$ cat src/rtl/pe_pkg.sv
// Shared constants and helpers for the pe_mac_db systolic processing element.
// Saturation bounds are returned at a fixed maximum width; callers slice to ACCUM_WIDTH.
package pe_pkg;

    localparam int DEFAULT_DATA_WIDTH  = 8;
    localparam int DEFAULT_ACCUM_WIDTH = 32;
    localparam int DEFAULT_PIPE_MUL    = 1;
    localparam int MAX_ACCUM_WIDTH     = 128;

    // Cycles from an operand pair entering the PE to its capture into the hold register.
    localparam int MAC_LATENCY = 1 + DEFAULT_PIPE_MUL;

    typedef logic [MAX_ACCUM_WIDTH-1:0] bound_t;

    typedef enum logic {
        MODE_UNSIGNED = 1'b0,
        MODE_SIGNED   = 1'b1
    } op_mode_e;

    localparam bound_t BOUND_ONE = bound_t'(1'b1);

    function automatic bound_t sat_max(input int aw);
        return (BOUND_ONE << (aw - 1)) - BOUND_ONE;
    endfunction

    function automatic bound_t sat_min(input int aw);
        return BOUND_ONE << (aw - 1);
    endfunction

    function automatic int mac_latency(input int pipe_mul);
        return 1 + pipe_mul;
    endfunction

endpackage

$ cat src/rtl/pe_mac_db_sat_add.sv
// Combinational ACCUM_WIDTH signed adder with optional clamp to the signed range.
// overflow reports the unclamped sum leaving the signed range, whatever SATURATE is.
module sat_add
    import pe_pkg::*;
#(
    parameter int AW       = DEFAULT_ACCUM_WIDTH,
    parameter int SATURATE = 1
) (
    input  logic [AW-1:0] a,
    input  logic [AW-1:0] b,
    output logic [AW-1:0] sum,
    output logic          overflow
);

    localparam bound_t MAX_B = sat_max(AW);
    localparam bound_t MIN_B = sat_min(AW);

    logic [AW:0] wide_s;

    // One guard bit; overflow when the guard and sign bits disagree.
    always_comb begin
        wide_s   = {a[AW-1], a} + {b[AW-1], b};
        overflow = wide_s[AW] ^ wide_s[AW-1];
        if ((SATURATE != 0) && overflow) begin
            if (wide_s[AW]) begin
                sum = MIN_B[AW-1:0];
            end else begin
                sum = MAX_B[AW-1:0];
            end
        end else begin
            sum = wide_s[AW-1:0];
        end
    end

endmodule

$ cat src/rtl/pe_mac_db.sv
// Double-buffered systolic MAC processing element: accumulates a tile while the
// previous tile's result waits in a hold register that doubles as a drain-chain stage.
module pe_mac_db
    import pe_pkg::*;
#(
    parameter int DATA_WIDTH  = DEFAULT_DATA_WIDTH,
    parameter int ACCUM_WIDTH = DEFAULT_ACCUM_WIDTH,
    parameter int PIPE_MUL    = DEFAULT_PIPE_MUL,
    parameter int SATURATE    = 1
) (
    input  logic                   clk,
    input  logic                   rst,
    input  logic                   accum_reset,
    input  logic                   valid,
    input  logic                   last,
    input  logic                   signed_mode,
    input  logic [DATA_WIDTH-1:0]  inp_north,
    input  logic [DATA_WIDTH-1:0]  inp_west,
    output logic [DATA_WIDTH-1:0]  outp_south,
    output logic [DATA_WIDTH-1:0]  outp_east,
    output logic                   valid_out,
    output logic                   last_out,
    output logic                   signed_out,
    input  logic [ACCUM_WIDTH-1:0] drain_in,
    input  logic                   drain_in_valid,
    input  logic                   shift_en,
    output logic [ACCUM_WIDTH-1:0] drain_out,
    output logic                   drain_out_valid,
    output logic                   sat_flag,
    output logic                   overrun
);

    localparam int DW = DATA_WIDTH;
    localparam int AW = ACCUM_WIDTH;
    localparam int EW = AW + 1;

    logic [AW-1:0] mul_prod_s;
    logic [AW-1:0] st_prod_s;
    logic          st_valid_s;
    logic          st_last_s;
    logic [AW-1:0] sum_s;
    logic          ovf_s;
    logic          capture_s;

    logic [AW-1:0] acc_r;
    logic [AW-1:0] hold_r;
    logic          hold_valid_r;
    logic          sat_flag_r;
    logic          overrun_r;
    logic [DW-1:0] south_r;
    logic [DW-1:0] east_r;
    logic          valid_fwd_r;
    logic          last_fwd_r;
    logic          signed_fwd_r;

    // Extending by one bit past AW keeps the unsigned product non-negative;
    // the slice then gives the sign/zero-extended product at accumulator width.
    function automatic logic [AW-1:0] ext_product(
        input logic [DW-1:0] op_a,
        input logic [DW-1:0] op_b,
        input logic          mode
    );
        logic signed [EW-1:0] ea;
        logic signed [EW-1:0] eb;
        logic signed [EW-1:0] pr;
        logic                 sign_en;
        sign_en = (mode == MODE_SIGNED);
        ea = signed'({{(EW-DW){sign_en & op_a[DW-1]}}, op_a});
        eb = signed'({{(EW-DW){sign_en & op_b[DW-1]}}, op_b});
        pr = ea * eb;
        return pr[AW-1:0];
    endfunction

    assign mul_prod_s = ext_product(inp_north, inp_west, signed_mode);

    generate
        if (PIPE_MUL != 0) begin : g_pipe
            logic [AW-1:0] p_prod_r;
            logic          p_valid_r;
            logic          p_last_r;

            // Multiplier stage; accum_reset flushes it so no in-flight product survives.
            always_ff @(posedge clk) begin
                if (rst || accum_reset) begin
                    p_prod_r  <= {AW{1'b0}};
                    p_valid_r <= 1'b0;
                    p_last_r  <= 1'b0;
                end else begin
                    p_prod_r  <= mul_prod_s;
                    p_valid_r <= valid;
                    p_last_r  <= valid & last;
                end
            end

            assign st_prod_s  = p_prod_r;
            assign st_valid_s = p_valid_r;
            assign st_last_s  = p_last_r;
        end else begin : g_direct
            assign st_prod_s  = mul_prod_s;
            assign st_valid_s = valid;
            assign st_last_s  = valid & last;
        end
    endgenerate

    sat_add #(
        .AW       (AW),
        .SATURATE (SATURATE)
    ) u_sat_add (
        .a        (acc_r),
        .b        (st_prod_s),
        .sum      (sum_s),
        .overflow (ovf_s)
    );

    assign capture_s = st_valid_s & st_last_s & ~accum_reset;

    // Systolic forwarding of operands and sideband, independent of valid.
    always_ff @(posedge clk) begin
        if (rst) begin
            south_r      <= {DW{1'b0}};
            east_r       <= {DW{1'b0}};
            valid_fwd_r  <= 1'b0;
            last_fwd_r   <= 1'b0;
            signed_fwd_r <= 1'b0;
        end else begin
            south_r      <= inp_north;
            east_r       <= inp_west;
            valid_fwd_r  <= valid;
            last_fwd_r   <= last;
            signed_fwd_r <= signed_mode;
        end
    end

    // Accumulator: restarts from zero on capture so the next tile needs no bubble.
    always_ff @(posedge clk) begin
        if (rst || accum_reset) begin
            acc_r      <= {AW{1'b0}};
            sat_flag_r <= 1'b0;
        end else if (st_valid_s) begin
            if (st_last_s) begin
                acc_r <= {AW{1'b0}};
            end else begin
                acc_r <= sum_s;
            end
            sat_flag_r <= sat_flag_r | ((SATURATE != 0) & ovf_s);
        end else begin
            acc_r      <= acc_r;
            sat_flag_r <= sat_flag_r;
        end
    end

    // Hold register: capture beats the drain shift; lost data of either kind is flagged.
    always_ff @(posedge clk) begin
        if (rst) begin
            hold_r       <= {AW{1'b0}};
            hold_valid_r <= 1'b0;
            overrun_r    <= 1'b0;
        end else if (capture_s) begin
            hold_r       <= sum_s;
            hold_valid_r <= 1'b1;
            overrun_r    <= overrun_r | (hold_valid_r & ~shift_en) | (shift_en & drain_in_valid);
        end else if (shift_en) begin
            hold_r       <= drain_in;
            hold_valid_r <= drain_in_valid;
            overrun_r    <= overrun_r;
        end else begin
            hold_r       <= hold_r;
            hold_valid_r <= hold_valid_r;
            overrun_r    <= overrun_r;
        end
    end

    assign outp_south      = south_r;
    assign outp_east       = east_r;
    assign valid_out       = valid_fwd_r;
    assign last_out        = last_fwd_r;
    assign signed_out      = signed_fwd_r;
    assign drain_out       = hold_r;
    assign drain_out_valid = hold_valid_r;
    assign sat_flag        = sat_flag_r;
    assign overrun         = overrun_r;

endmodule

$ cat config.mk
export PLATFORM = sky130hd
export DESIGN_NAME = pe_mac_db
export DESIGN_NICKNAME = d
export VERILOG_FILES = /design/src/rtl/pe_pkg.sv /design/src/rtl/pe_mac_db_sat_add.sv /design/src/rtl/pe_mac_db.sv
export SDC_FILE = /design/constraint.sdc
export NUM_CORES = 1
export LEC_CHECK = 0
export CAP_MARGIN = 20
export CORE_MARGIN = 4
export CORE_UTILIZATION = 50
export DETAILED_ROUTE_END_ITERATION = 10
export DONT_BUFFER_PORTS = 1
export GPL_ROUTABILITY_DRIVEN = 0
export PLACE_DENSITY = 0.63
export SETUP_SLACK_MARGIN = 0.3
export SLEW_MARGIN = 25
export SYNTH_ARGS = -nofsm -noshare
export SYNTH_HDL_FRONTEND = slang
export SYNTH_SLANG_ARGS = --single-unit
$ cat constraint.sdc
create_clock -name clk -period 7.93 [get_ports clk]
set_input_delay 0.793 -clock clk [delete_from_list [all_inputs] [get_ports clk]]
set_output_delay 0.793 -clock clk [all_outputs]
set_load 0.1 [all_outputs]
; Word-level counts from Yosys, hierarchy flattened
; Index checks and enable logic that the tools add are counted.
[classes]
add_sub_neg = 1
n_mul = 1
n_mux = 7
n_bitwise = 13
n_reduce_logical = 2
[ops]
columns = cell, count
row1 = 32-bit two-way mux, 5
row2 = 32-bit by 18-bit adder with 33-bit output, 1
row3 = 9-bit by 9-bit multiplier with 18-bit output, 1
row4 = 1-bit AND, 7
row5 = 1-bit OR, 3
row6 = 1-bit two-way mux, 2
row7 = 1-bit NOT, 2
row8 = 2-bit nonzero test, 1
row9 = 1-bit logical OR, 1
row10 = 1-bit XOR, 1
[totals]
register_bits = 106
input_bits = 56
elab_cells = 37

; Logic depth before layout (Yosys ltp)
[logic_depth]
word_depth = 4
ltp_mapped = 22

; By module
; A second synthesis with hierarchy kept.
[unflattened]
hier_cells = 1017
hier_area_um2 = 8788.4
[modules_own_cells]
columns = mod, n_inst, cells_per_inst, area_each_um2
row1 = pe_mac_db, 1, 730, 6745.2
row2 = sat_add, 1, 287, 2043.2

; Worst setup path before layout
; No wires, ideal clock.
[synth_timing]
path_kind = input to register
from = input signed_mode
to = register g_pipe.p_prod_r[16]
setup_time_ps = 115
arrival_ps = 5293
slack_ps = 2522
stages = 18
path_buffers = 0
cell_sequence = nand2_1 -> or2_2 -> fa_1 -> fa_1 -> inv_1 -> fa_1 -> fa_1 -> inv_1 -> fa_1 -> inv_1 -> ha_1 -> a21oi_1 -> o21bai_1 -> a21oi_1 -> o21ai_0 -> o41ai_1 -> xnor2_1 -> and2_1
[synth_via]
elab_chain_cells = 2
[synth_lines]
columns = element, line
row1 = "start, declared", pe_mac_db.sv:16  ; input logic signed_mode,
row2 = 1-bit AND (on tied branches), "pe_mac_db.sv:68, pe_mac_db.sv:69"
row3 = 9-bit by 9-bit multiplier with 18-bit output (*), pe_mac_db.sv:70  ; pr = ea * eb;
row4 = "end signal, assigned", pe_mac_db.sv:85  ; p_prod_r <= {AW{1'b0}};
row5 = "end signal, assigned", pe_mac_db.sv:89  ; p_prod_r <= mul_prod_s;
row6 = "end, declared", pe_mac_db.sv:78  ; logic [AW-1:0] p_prod_r;
; Mark *: on every way between the ends. The rest lies on a longest branch, timed or not.
; A chain may end at the register's enable or synchronous reset.

; Final worst setup path
[layout_timing]
from = input signed_mode
to = register g_pipe.p_prod_r[15]
; The elaborated chain is that of the path after synthesis.

==> flow_metrics.env <==
export IMPL_drv_slew=0
export IMPL_synth_edf_count=0
export IMPL_grt_start_max_net_pins=56
export IMPL_grt_ovfl_total=0
export IMPL_coreArea_um2=16600
export IMPL_die_h_um=138
export IMPL_syn_inst=978
export IMPL_clock_path_buffers=2
export IMPL_max_cap_violations=0
export IMPL_ir_drop_mv=0.177
export IMPL_ys_seq_area_share_pct=24.9
export IMPL_routed_wl_um=19200
export IMPL_numPortBuffers=0
export IMPL_drc=0
export IMPL_cts_hold_buf=0
export IMPL_clk_latency_ps=350
export IMPL_htreeDepth=3
export IMPL_postCtsResizedCells=0
export IMPL_synth_async_reset_ratio_pct=0
export IMPL_min_to="acc_r[6]"
export IMPL_syn_nets=1175
export IMPL_p_leak_uw=0.00397
export IMPL_fin_tns_setup_ps=0
export IMPL_holdCritStartpoint="acc_r[6]"
export IMPL_cts_made_buffers=9
export IMPL_avgSynthCellArea_um2=8.70
export IMPL_grt_pass1_vias=6455
export IMPL_wl_per_cell_um=16.5
export IMPL_endpoint_kind="flip-flop"
export IMPL_synth_seq_cells=106
export IMPL_io_pins=110
export IMPL_r2r_start="g_pipe.p_prod_r[17]"
export IMPL_postCtsSetupRepairBufs=0
export IMPL_r2r_end="drain_out[9]"
export IMPL_power_density_nw_per_um2=248
export IMPL_drt_initial_drc_count=303
export IMPL_final_cell_mix="107 x nand2_1, 106 x dfxtp_1, 85 x inv_1"
export IMPL_num_rows=47
export IMPL_dr_pass1_iters=5
export IMPL_yosys_warnings=0
export IMPL_grtUsageTotal_pct=20.7
export IMPL_vias_per_cell=5.64
export IMPL_clkTransAtPathRegs_ps=80
export IMPL_n_antenna_cell=0
export IMPL_cp_max_fo=10
export IMPL_final_common_cell="nand2_1"
export IMPL_hold_viol_final=0
export IMPL_r2r_slack_ps=3820
export IMPL_crit_required_ps=8210
export IMPL_drive_gt1_share_pct=4.45
export IMPL_ant_nets=0
export IMPL_fmax_mhz=183
export IMPL_dpl_hpwl_um=15000
export IMPL_critical_path_class="input pin to flip-flop"
export IMPL_worst_pin_slew_ps=1020
export IMPL_cts_tree="yes"
export IMPL_fp_dieW_um=138
export IMPL_syn2layout_area_growth_pct=4.45
export IMPL_p_total_uw=2210
export IMPL_start_kind="input pin"
export IMPL_r2r_worst_path_cells=10
export IMPL_antenna_found_initial=0
export IMPL_start_util_pct=51.1
export IMPL_synthDistinctLibCells=62
export IMPL_crit_arrival_ps=5750
export IMPL_max_slew_margin_pct=32.1
export IMPL_synth_main_ff_cell="dfxtp_1"
export IMPL_grt_pass1_wl_um=33100
export IMPL_period_share_pct=69.0
export IMPL_setup_violations_final=0
export IMPL_root_buffer="clkbuf_16"
export IMPL_synthesis_area_um2=8510
export IMPL_finClkSkew_ps=9.48
export IMPL_min_path_cells=2
export IMPL_via_count=6554
export IMPL_status="complete, no violations"
export IMPL_die_area_um2=19200
export IMPL_clkSinkCount=106
export IMPL_rsz0062_at_grt="no"
export IMPL_nets=1136
export IMPL_timing_final_crit_period_ps=5470
export IMPL_min_path_type="flip-flop to flip-flop"
[worst max-delay path by stage]
stage,startpoint,end,cells past startpoint
2_1_floorplan,signed_mode,g_pipe.p_prod_r[16],18
3_3_place_gp,signed_mode,g_pipe.p_prod_r[17],19
3_5_place_dp,signed_mode,g_pipe.p_prod_r[15],19
4_1_cts,signed_mode,g_pipe.p_prod_r[15],19
5_1_grt,signed_mode,g_pipe.p_prod_r[15],19
6_report,signed_mode,g_pipe.p_prod_r[15],19
[per-layer routing]
| layer | share of wire (%) | up-vias | track usage [%] |
|---|---|---|---|
| li1 | - | 3232 | - |
| met1 | 49 | 3157 | 30.0 |
| met2 | 45 | 142 | 31.7 |
| met3 | 4.4 | 23 | 3.87 |
| met4 | 1.8 | 0 | 5.77 |
| met5 | 0 | - | 0 |
[cells in the mapped netlist (all sizes together), types with 3 or more instances]
cell type  count  area, µm²
nand2        107        402
dfxtp        106       2120
inv           85        319
fa            71       1420
ha            70        876
nor2          63        236
o21ai         54        270
a211oi        50        395
nor2b         49        307
and2          43        274
a21oi         40        204
clkbuf        38        145
xnor2         32        280
a21o          18        135
buf           14       77.6
mux2i         12        120
nor3          11       55.1
and3          10       62.6
xor2           9       78.8
nand3          8       40.0
o21bai         8       60.1
o22ai          8       50.1
o211ai         7       52.6
or2            7       43.8
a31oi          5       37.5
a221oi         4       35.0
nand4          4       25.0
o21a           4       30.0
a41oi          3       26.3
nand2b         3       18.8
o221ai         3       32.5
o31ai          3       27.5
[logic make-up (layout without fill, tap and decap cells)]
logic type	after synthesis	in the layout	synth area share, %
mux	12	12	1.41
flops	106	106	24.9
buf+inv	137	102	6.36
xor+xnor	41	41	4.22
simple gates	316	316	18.2
compound gates	225	225	17.8
fa+ha+maj	141	141	27.0
[flip-flops by register name (all words and copies together), names as in the netlist]
signal	cells
sat_flag	1
g_pipe.p_last_r	1
acc_r	32
drain_out_valid	1
valid_out	1
last_out	1
overrun	1
drain_out	32
g_pipe.p_prod_r	18
outp_east	8
outp_south	8
g_pipe.p_valid_r	1
signed_out	1
[critical path: stages]
cell and delay [ps]:
nand2_1 220, or2_2 370, fa_1 460, fa_1 550
inv_1 60, fa_1 500, fa_1 550, inv_1 60
fa_1 530, inv_1 40, ha_1 320, o21ai_0 130
a21oi_1 130, o21ai_0 160, nand2b_1 110, a21oi_1 270
o21ai_0 170, o21a_1 200, nor3_1 130
[where the power goes]
group | switching, µW | leakage (µW) | internal [µW] | total, µW
combinational | 583 | 0.00296 | 442 | 1020
sequential | 145 | 0.000869 | 575 | 720
clock | 213 | 0.000142 | 248 | 461
total | 941 | 0.00397 | 1260 | 2210
[layout make-up]
class,instances,area [µm²]
clock buffer,9,225
multi-input combinational,735,5860
timing repair buffer,2,15.0
inverter,85,319
clock inverter,6,76.3
tap,220,275
sequential,106,2120
fill,1595,7750
[through the flow]
stage | worst slack, ps | cell area, µm² | hold WS [ps] | cells | util (%)
floorplan | 2520 | 8510 | 430 | 978 | -
global placement | 2230 | 8590 | 445 | 1148 | 51.6
detailed placement | 2140 | 8590 | 446 | 1148 | 51.6
CTS | 2480 | 8890 | 459 | 1163 | 53.4
global route | 2080 | 8890 | 477 | 1163 | 53.4
finish | 2460 | 8890 | 461 | 1163 | 53.4
Note: power is estimated with default switching activity, not from simulation.
